<file path="config.mk">
export PLATFORM = sky130hd
export DESIGN_NAME = register_bank_ab_flat
export DESIGN_NICKNAME = d
export VERILOG_FILES = /design/src/rtl/register_bank_ab_if.sv /design/src/rtl/register_bank_ab.sv /design/src/flat_wrapper.sv
export SDC_FILE = /design/constraint.sdc
export NUM_CORES = 2
export LEC_CHECK = 0
export BUFFER_PORTS_ARGS = -buffer_cell sky130_fd_sc_hd__buf_4
export CAP_MARGIN = 20
export CORE_UTILIZATION = 52
export DETAILED_ROUTE_END_ITERATION = 16
export MAX_ROUTING_LAYER = met4
export PLACE_DENSITY = 0.69
export RECOVER_POWER = 50
export SLEW_MARGIN = 20
export SYNTH_ARGS = -nofsm -noshare
export SYNTH_HDL_FRONTEND = slang
export SYNTH_HIERARCHICAL = 1
export SYNTH_SLANG_ARGS = --single-unit
</file>
<file path="constraint.sdc">
create_clock -name clk -period 100.5 [get_ports clk]
set_clock_uncertainty 0.15 [all_clocks]
set_input_delay 15.075 -clock clk [delete_from_list [all_inputs] [get_ports clk]]
set_output_delay 15.075 -clock clk [all_outputs]
set_load 0.01 [all_outputs]
</file>
<file path="src/rtl/register_bank_ab_if.sv">
// register_bank_ab_if: bundles the register bank's write, read-select and
// operand-output signals.
//   master : datapath side. Drives RegWrite/WriteReg/WriteData/ReadReg1/ReadReg2/LoadAB
//            and receives ReadData1/ReadData2/WriteAck.
//   slave  : register bank side, with the opposite directions.
interface register_bank_ab_if #(
    parameter int DATA_W = 32
);
    logic              RegWrite;
    logic [4:0]        WriteReg;
    logic [DATA_W-1:0] WriteData;
    logic [4:0]        ReadReg1;
    logic [4:0]        ReadReg2;
    logic              LoadAB;
    logic [DATA_W-1:0] ReadData1;
    logic [DATA_W-1:0] ReadData2;
    logic              WriteAck;

    modport master (
        output RegWrite, WriteReg, WriteData, ReadReg1, ReadReg2, LoadAB,
        input  ReadData1, ReadData2, WriteAck
    );

    modport slave (
        input  RegWrite, WriteReg, WriteData, ReadReg1, ReadReg2, LoadAB,
        output ReadData1, ReadData2, WriteAck
    );
endinterface

</file>
<file path="src/rtl/register_bank_ab.sv">
// register_bank_ab_rd_port: one operand register (A or B). Selects between the
// bank contents and the write data that is being committed on the same edge.
// The result is then captured when load is high.
//   clk, reset : clock and asynchronous active-high reset
//   load       : capture enable
//   rd_idx     : source register index
//   bank_data  : current bank contents at rd_idx
//   wr_en      : write enable, wr_idx and wr_data : the write happening on this edge
//   rd_data    : registered operand
module register_bank_ab_rd_port #(
    parameter int DATA_W = 32
) (
    input  logic              clk,
    input  logic              reset,
    input  logic              load,
    input  logic [4:0]        rd_idx,
    input  logic [DATA_W-1:0] bank_data,
    input  logic              wr_en,
    input  logic [4:0]        wr_idx,
    input  logic [DATA_W-1:0] wr_data,
    output logic [DATA_W-1:0] rd_data
);
    logic [DATA_W-1:0] fwd;

    // $zero wins over forwarding. A dropped write to reg 0 must not leak through.
    always_comb begin
        fwd = bank_data;
        if (rd_idx == 5'd0)
            fwd = '0;
        else if (wr_en && wr_idx == rd_idx)
            fwd = wr_data;
    end

    always_ff @(posedge clk or posedge reset) begin
        if (reset)
            rd_data <= '0;
        else if (load)
            rd_data <= fwd;
    end
endmodule

// register_bank_ab: 32 x DATA_W register bank. It has one write port and two
// forwarded read ports. The read ports are latched into the A/B operand registers.
//   clk   : rising-edge clock
//   reset : asynchronous active-high reset. Clears the bank and sets reg 29 to SP_RESET.
//   bus   : register_bank_ab_if.slave
//           RegWrite/WriteReg/WriteData is the write port.
//           ReadReg1/ReadReg2/LoadAB selects and captures the operands.
//           ReadData1/ReadData2 are the registered operands A and B.
//           WriteAck pulses the cycle after a write that was committed.
module register_bank_ab #(
    parameter int                DATA_W   = 32,
    parameter logic [DATA_W-1:0] SP_RESET = DATA_W'(227),
    parameter int                RA_INDEX = 31
) (
    input  logic                clk,
    input  logic                reset,
    register_bank_ab_if.slave   bus
);
    localparam int NUM_RD = 2;
    localparam int SP_IDX = 29;

    // RA_INDEX carries no behaviour. This only keeps it a legal register index.
    if (RA_INDEX < 1 || RA_INDEX > 31) begin : g_ra_chk
        $error("RA_INDEX must be a register index in 1..31");
    end

    logic [DATA_W-1:0]                 regs [32];
    logic                              wr_commit;
    logic [NUM_RD-1:0][4:0]            rd_idx;
    logic [NUM_RD-1:0][DATA_W-1:0]     bank_data;
    logic [NUM_RD-1:0][DATA_W-1:0]     rd_data;

    // Writes to reg 0 are dropped entirely, so regs[0] never leaves its reset value.
    assign wr_commit = bus.RegWrite && (bus.WriteReg != 5'd0);

    always_ff @(posedge clk or posedge reset) begin
        if (reset) begin
            for (int i = 0; i < 32; i++)
                regs[i] <= (i == SP_IDX) ? SP_RESET : '0;
            bus.WriteAck <= 1'b0;
        end else begin
            bus.WriteAck <= wr_commit;
            if (wr_commit)
                regs[bus.WriteReg] <= bus.WriteData;
        end
    end

    assign rd_idx[0] = bus.ReadReg1;
    assign rd_idx[1] = bus.ReadReg2;

    for (genvar g = 0; g < NUM_RD; g++) begin : g_rd
        assign bank_data[g] = regs[rd_idx[g]];

        register_bank_ab_rd_port #(.DATA_W(DATA_W)) u_rd (
            .clk       (clk),
            .reset     (reset),
            .load      (bus.LoadAB),
            .rd_idx    (rd_idx[g]),
            .bank_data (bank_data[g]),
            .wr_en     (bus.RegWrite),
            .wr_idx    (bus.WriteReg),
            .wr_data   (bus.WriteData),
            .rd_data   (rd_data[g])
        );
    end

    assign bus.ReadData1 = rd_data[0];
    assign bus.ReadData2 = rd_data[1];
endmodule

</file>
<file path="src/flat_wrapper.sv">
// flat-port wrapper written by rule: the top's interface ports become plain ports
module register_bank_ab_flat 
#(
    parameter int                DATA_W   = 32,
    parameter logic [DATA_W-1:0] SP_RESET = DATA_W'(227),
    parameter int                RA_INDEX = 31
)
  (clk, reset, bus_RegWrite, bus_WriteReg, bus_WriteData, bus_ReadReg1, bus_ReadReg2, bus_LoadAB, bus_ReadData1, bus_ReadData2, bus_WriteAck);
  register_bank_ab_if #(.DATA_W(DATA_W)) bus_i ();
  input  logic clk;
  input  logic reset;
  input wire logic [$bits(bus_i.RegWrite)-1:0] bus_RegWrite;
  input wire logic [$bits(bus_i.WriteReg)-1:0] bus_WriteReg;
  input wire logic [$bits(bus_i.WriteData)-1:0] bus_WriteData;
  input wire logic [$bits(bus_i.ReadReg1)-1:0] bus_ReadReg1;
  input wire logic [$bits(bus_i.ReadReg2)-1:0] bus_ReadReg2;
  input wire logic [$bits(bus_i.LoadAB)-1:0] bus_LoadAB;
  output wire logic [$bits(bus_i.ReadData1)-1:0] bus_ReadData1;
  output wire logic [$bits(bus_i.ReadData2)-1:0] bus_ReadData2;
  output wire logic [$bits(bus_i.WriteAck)-1:0] bus_WriteAck;
  assign bus_i.RegWrite = bus_RegWrite;
  assign bus_i.WriteReg = bus_WriteReg;
  assign bus_i.WriteData = bus_WriteData;
  assign bus_i.ReadReg1 = bus_ReadReg1;
  assign bus_i.ReadReg2 = bus_ReadReg2;
  assign bus_i.LoadAB = bus_LoadAB;
  assign bus_ReadData1 = bus_i.ReadData1;
  assign bus_ReadData2 = bus_i.ReadData2;
  assign bus_WriteAck = bus_i.WriteAck;
  register_bank_ab #(.DATA_W(DATA_W), .SP_RESET(SP_RESET), .RA_INDEX(RA_INDEX)) u_core (.clk(clk), .reset(reset), .bus(bus_i));
endmodule
</file>
* After elaboration in Yosys (flattened, before gate mapping)
Index checks and enable logic that the tools add are counted.
** Storage, ports and cells
- Memory bits (writable) :: 0
- Bits in registers :: 1089
- Output and inout bits :: 65
- Memory bits (read-only) :: 0
- Word-level logic and storage cells :: 64
- Latch bits :: 0
- Memories :: 0
** Operators by class
- $add $sub $neg :: 0
- Multipliers :: 0
- Muxes and demuxes :: 13
- Order comparisons :: 4
- Reductions and logical operators :: 7
- Shift operators :: 0
- Bitwise operators :: 3
- Divide/modulo/power cells :: 0
- Equal/unequal tests :: 2
** Operators with widths (number)
- $bwmux W1024 :: 1
- $bmux W32 S5 :: 2
- $mux W32 :: 9
- $demux W32 S5 :: 1
- $ge A6 B6 Y1 const B :: 3
- $not A5 Y6 :: 3
- $eq A5 B5 Y1 :: 2
- $logic_not A5 Y1 :: 2
- $lt A6 B1 Y1 const B :: 1
- $reduce_bool A5 Y1 :: 1
- $logic_and A1 B1 Y1 :: 4

* Longest topological paths before layout
- Word-level depth :: 6
- Mapped depth :: 10
- Mapped depth without buffers :: 7

* Modules after synthesis
The synthesis kept the hierarchy.
** Modules (own cells, without submodules)
- register_bank_ab :: cells an instance 4609, area each 55620.8 µm², times used 1
- register_bank_ab_rd_port :: cells an instance 193, area each 1983.2 µm², times used 2

* Least setup slack after synthesis
No wires, ideal clock.
- Path type :: input-to-reg
- From :: in bus_ReadReg2[1]
- To :: reg u_core.g_rd[1].u_rd.rd_data[0]
- Path buffers :: 3
- Cell stages on the path :: 9
- Arrival :: 16.398 ns
- Path slack :: 83.807 ns
- Setup time :: 0.145 ns
- Path through :: buf_2 > buf_2 > buf_2 > mux2i_1 > a22oi_1 > a31oi_1 > nand3_1 > nand2_1 > o221ai_2
** RTL lines
- start: declaration :: line flat_wrapper.sv:16 : input wire logic [$bits(bus_i.ReadReg2)-1:0] bus_ReadReg2;
- end signal: assignment :: line register_bank_ab.sv:38 : rd_data <= fwd;
- end: declaration :: line register_bank_ab.sv:21 : output logic [DATA_W-1:0] rd_data

==> flow_metrics.env <==
export IMPL_synth_top_family_by_area="multiplexers"
export IMPL_cts_root_buf="clkbuf_16"
export IMPL_synth_top_area_share_pct=45.5
export IMPL_path_class="input pin to async pin"
export IMPL_finalWirelength_mm=195
export IMPL_hold_viol_final=0
export IMPL_power_density_mw_per_mm2=20.0
export IMPL_synth_nets=5046
export IMPL_path_clk_slew_ps=70
export IMPL_num_rows=123
export IMPL_synthAdderAreaFrac_pct=0
export IMPL_cts_resized=0
export IMPL_fin_crit_sh_pct=26.5
export IMPL_num_vias=43400
export IMPL_cp_max_fo=178
export IMPL_synthMuxAreaShare_pct=35.9
export IMPL_worst_slew_pin_slew_ps=9380
export IMPL_cp_start_kind="input pin"
export IMPL_grt_pass1_wl_mm=287
export IMPL_ant_nets=0
export IMPL_dpl_cell_area_mm2=0.0608
export IMPL_synth_largest_area_cell="dfrtp_1"
export IMPL_grt_max_degree=179
export IMPL_fin_nets=4861
export IMPL_cts_buffers=114
export IMPL_p_sw_uw=370
export IMPL_synth_area_top_cells="dfrtp_1 (46%), mux2_2 (17%), mux2i_1 (17%)"
export IMPL_syn_area_mm2=0.0596
export IMPL_peakVddDrop_v=0.0000160
export IMPL_core_area_mm2=0.113
export IMPL_pin_count=116
export IMPL_start_util_pct=52.7
export IMPL_io_buffers=115
export IMPL_postCtsSetupRepairBufs=0
export IMPL_async_flop_share_pct=100
export IMPL_die_h_um=341
export IMPL_synth_edf_count=0
export IMPL_rsz0062_at_grt="no"
export IMPL_syn_inst=4995
export IMPL_track_usage_pct=34.2
export IMPL_swShare_pct=28.7
export IMPL_fmax_mhz=37.6
export IMPL_cts_buffer_depth=3
export IMPL_yosys_area_share_simple_pct=5.21
export IMPL_tritoncts="yes"
export IMPL_internal_power_uw=919
export IMPL_htreeDepth=3
export IMPL_hp_class="flip-flop to flip-flop"
export IMPL_power_mw=1.29
export IMPL_areaGrowthSynthToFinish_pct=8.36
export IMPL_die_area_mm2=0.116
export IMPL_die_w_um=341
export IMPL_cts_hold_buf=0
export IMPL_synth_compound_area_share_pct=8.24
export IMPL_stdcell_area_mm2=0.0646
export IMPL_synth_main_ff_cell="dfrtp_1"
export IMPL_clock_sinks=1089
export IMPL_synth_xor_xnor_area_share_pct=0.147
export IMPL_clk_latency_ps=720
export IMPL_final_core_utilization_pct=57.1
export IMPL_dp_hpwl_mm=101
export IMPL_setup_viol=0
export IMPL_ys_seq_area_share_pct=45.7
export IMPL_grt_remaining_overflow=0
export IMPL_ys_types=38
export IMPL_ys_seq_elements=1089
export IMPL_slew_viol_final=1154
export IMPL_drc_errors=0
export IMPL_ys_warn_count=6
export IMPL_sequentialPowerShare_pct=45.3
export IMPL_drt_iter0_drc=5054
export IMPL_via_per_inst=6.77
export IMPL_tns_ps=0
export IMPL_clkPwrFrac_pct=35.9
export IMPL_maxCapViolCount=28
export IMPL_slew_headroom_pct=-525
export IMPL_cp_required_ps=98800
export IMPL_crit_path_end_kind="async pin"
export IMPL_combPwrFrac_pct=18.8
export IMPL_postSynthAreaPerCell_um2=11.9
export IMPL_status="finished, violations left"
export IMPL_wire_per_inst_um=30.4
export IMPL_drive_gt1_share_pct=28.2
export IMPL_violations="capacitance limit, slew limit"
export IMPL_grt_antenna_before_repair=2
export IMPL_dr_pass1_iters=5
export IMPL_routabilityCongestion=0.848
export IMPL_timing_final_crit_period_ps=26630
export IMPL_first_global_vias=42500
export IMPL_leakage_nw=30.2
export IMPL_fillCellCount=9405
export IMPL_arrival_ps=24930
[logic make-up after synthesis]
| logic type | count (synthesis) |
|---|---|
| flip-flops | 1089 |
| buffers and inverters | 587 |
| multiplexers | 2016 |
| XOR/XNOR | 10 |
| AO/OA/AOI/OAI | 643 |
| AND/OR/NAND/NOR | 650 |
[registers in the layout, indices dropped and copies added, names as in the netlist]
name,cells
u_core/bus.WriteAck,1
u_core/regs,1024
u_core/g_rd.u_rd/rd_data,64
[worst max-delay path, stage by stage]
cell	delay, ps
clkbuf_1	110
clkinvlp_2	2700
clkbuf_1	6750
[synth_stat cells (8+ instances only)]
cell type / number
clkbuf_1: 236
buf_4: 68
o221ai_2: 64
nor2_1: 9
mux2i_1: 1024
a21oi_1: 192
a22oi_1: 192
dfrtp_1: 1084
a31oi_1: 64
nand3_1: 194
inv_1: 67
buf_6: 20
mux2_2: 921
a22o_1: 128
nand2_1: 276
buf_2: 163
buf_1: 33
xor2_1: 8
nor2_2: 8
nand4_1: 65
mux2_1: 71
nor3_1: 64
[power groups by stage]
stage          clock network, mW  logic (mW)  registers (mW)
3_5_place_dp                   0       0.241           0.589
2_1_floorplan                  0       0.186           0.574
4_1_cts                    0.467       0.242           0.581
5_1_grt                    0.486       0.261           0.594
6_report                   0.463       0.242           0.584
3_3_place_gp                   0       0.234           0.584
[path summary, 6_finish.rpt]
kind	startpoint	to	slack [ps]	depth (start not counted)
hold reg to reg	u_core/regs[998]	u_core/regs[998]	250	0
setup reg to reg	u_core/regs[783]	u_core/g_rd[0].u_rd/rd_data[15]	98500	7
max in group clk	bus_ReadReg2[1]	u_core/g_rd[1].u_rd/rd_data[11]	80390	12
setup / recovery	reset	u_core/regs[828]	73870	3
hold / removal	u_core/regs[998]	u_core/regs[998]	250	0
min in group asynchronous	reset	u_core/g_rd[0].u_rd/rd_data[5]	14310	2
[per-layer routing]
metal,share of wire (%),up-vias,track usage (%)
li1,-,18000,-
met4,3.8,0,11.9
met1,44,22800,48.4
met2,44,2171,49.1
met5,0,-,-
met3,9.1,459,6.24
[cell usage in the layout, fill, tap and decap left out, drive strengths merged, types with 17 or more instances in the layout]
cell type	n
dfrtp	1084
mux2i	1024
mux2	992
nand2	276
clkbuf	226
nand3	194
a22oi	192
a21oi	192
buf	155
a22o	128
inv	67
nor3	65
nand4	65
a31oi	64
o221ai	64
clkinv	29
nor2	18
bufinv	17
[stage by stage]
stage,hold slack (ps),cells,worst slack (ps)
after CTS,252,6408,80610
after floorplan,299,4995,56440
final,249,6413,73870
after global routing,266,6412,71410
after detailed placement,238,6191,79870
after global placement,234,6191,79920
[final cells by class]
class                      count  area (um^2)  share of cell area, %
clock buffer                 162         3350                   5.18
multi-input combinational   3319        29600                   45.9
clock inverter                55          774                   1.20
antenna                        2         5.00                0.00775
sequential                  1089        27300                   42.2
timing repair buffer         219         1440                   2.22
inverter                      67          254                  0.393
tap                         1500         1880                   2.91
Note: power is estimated with default switching activity, not from simulation.
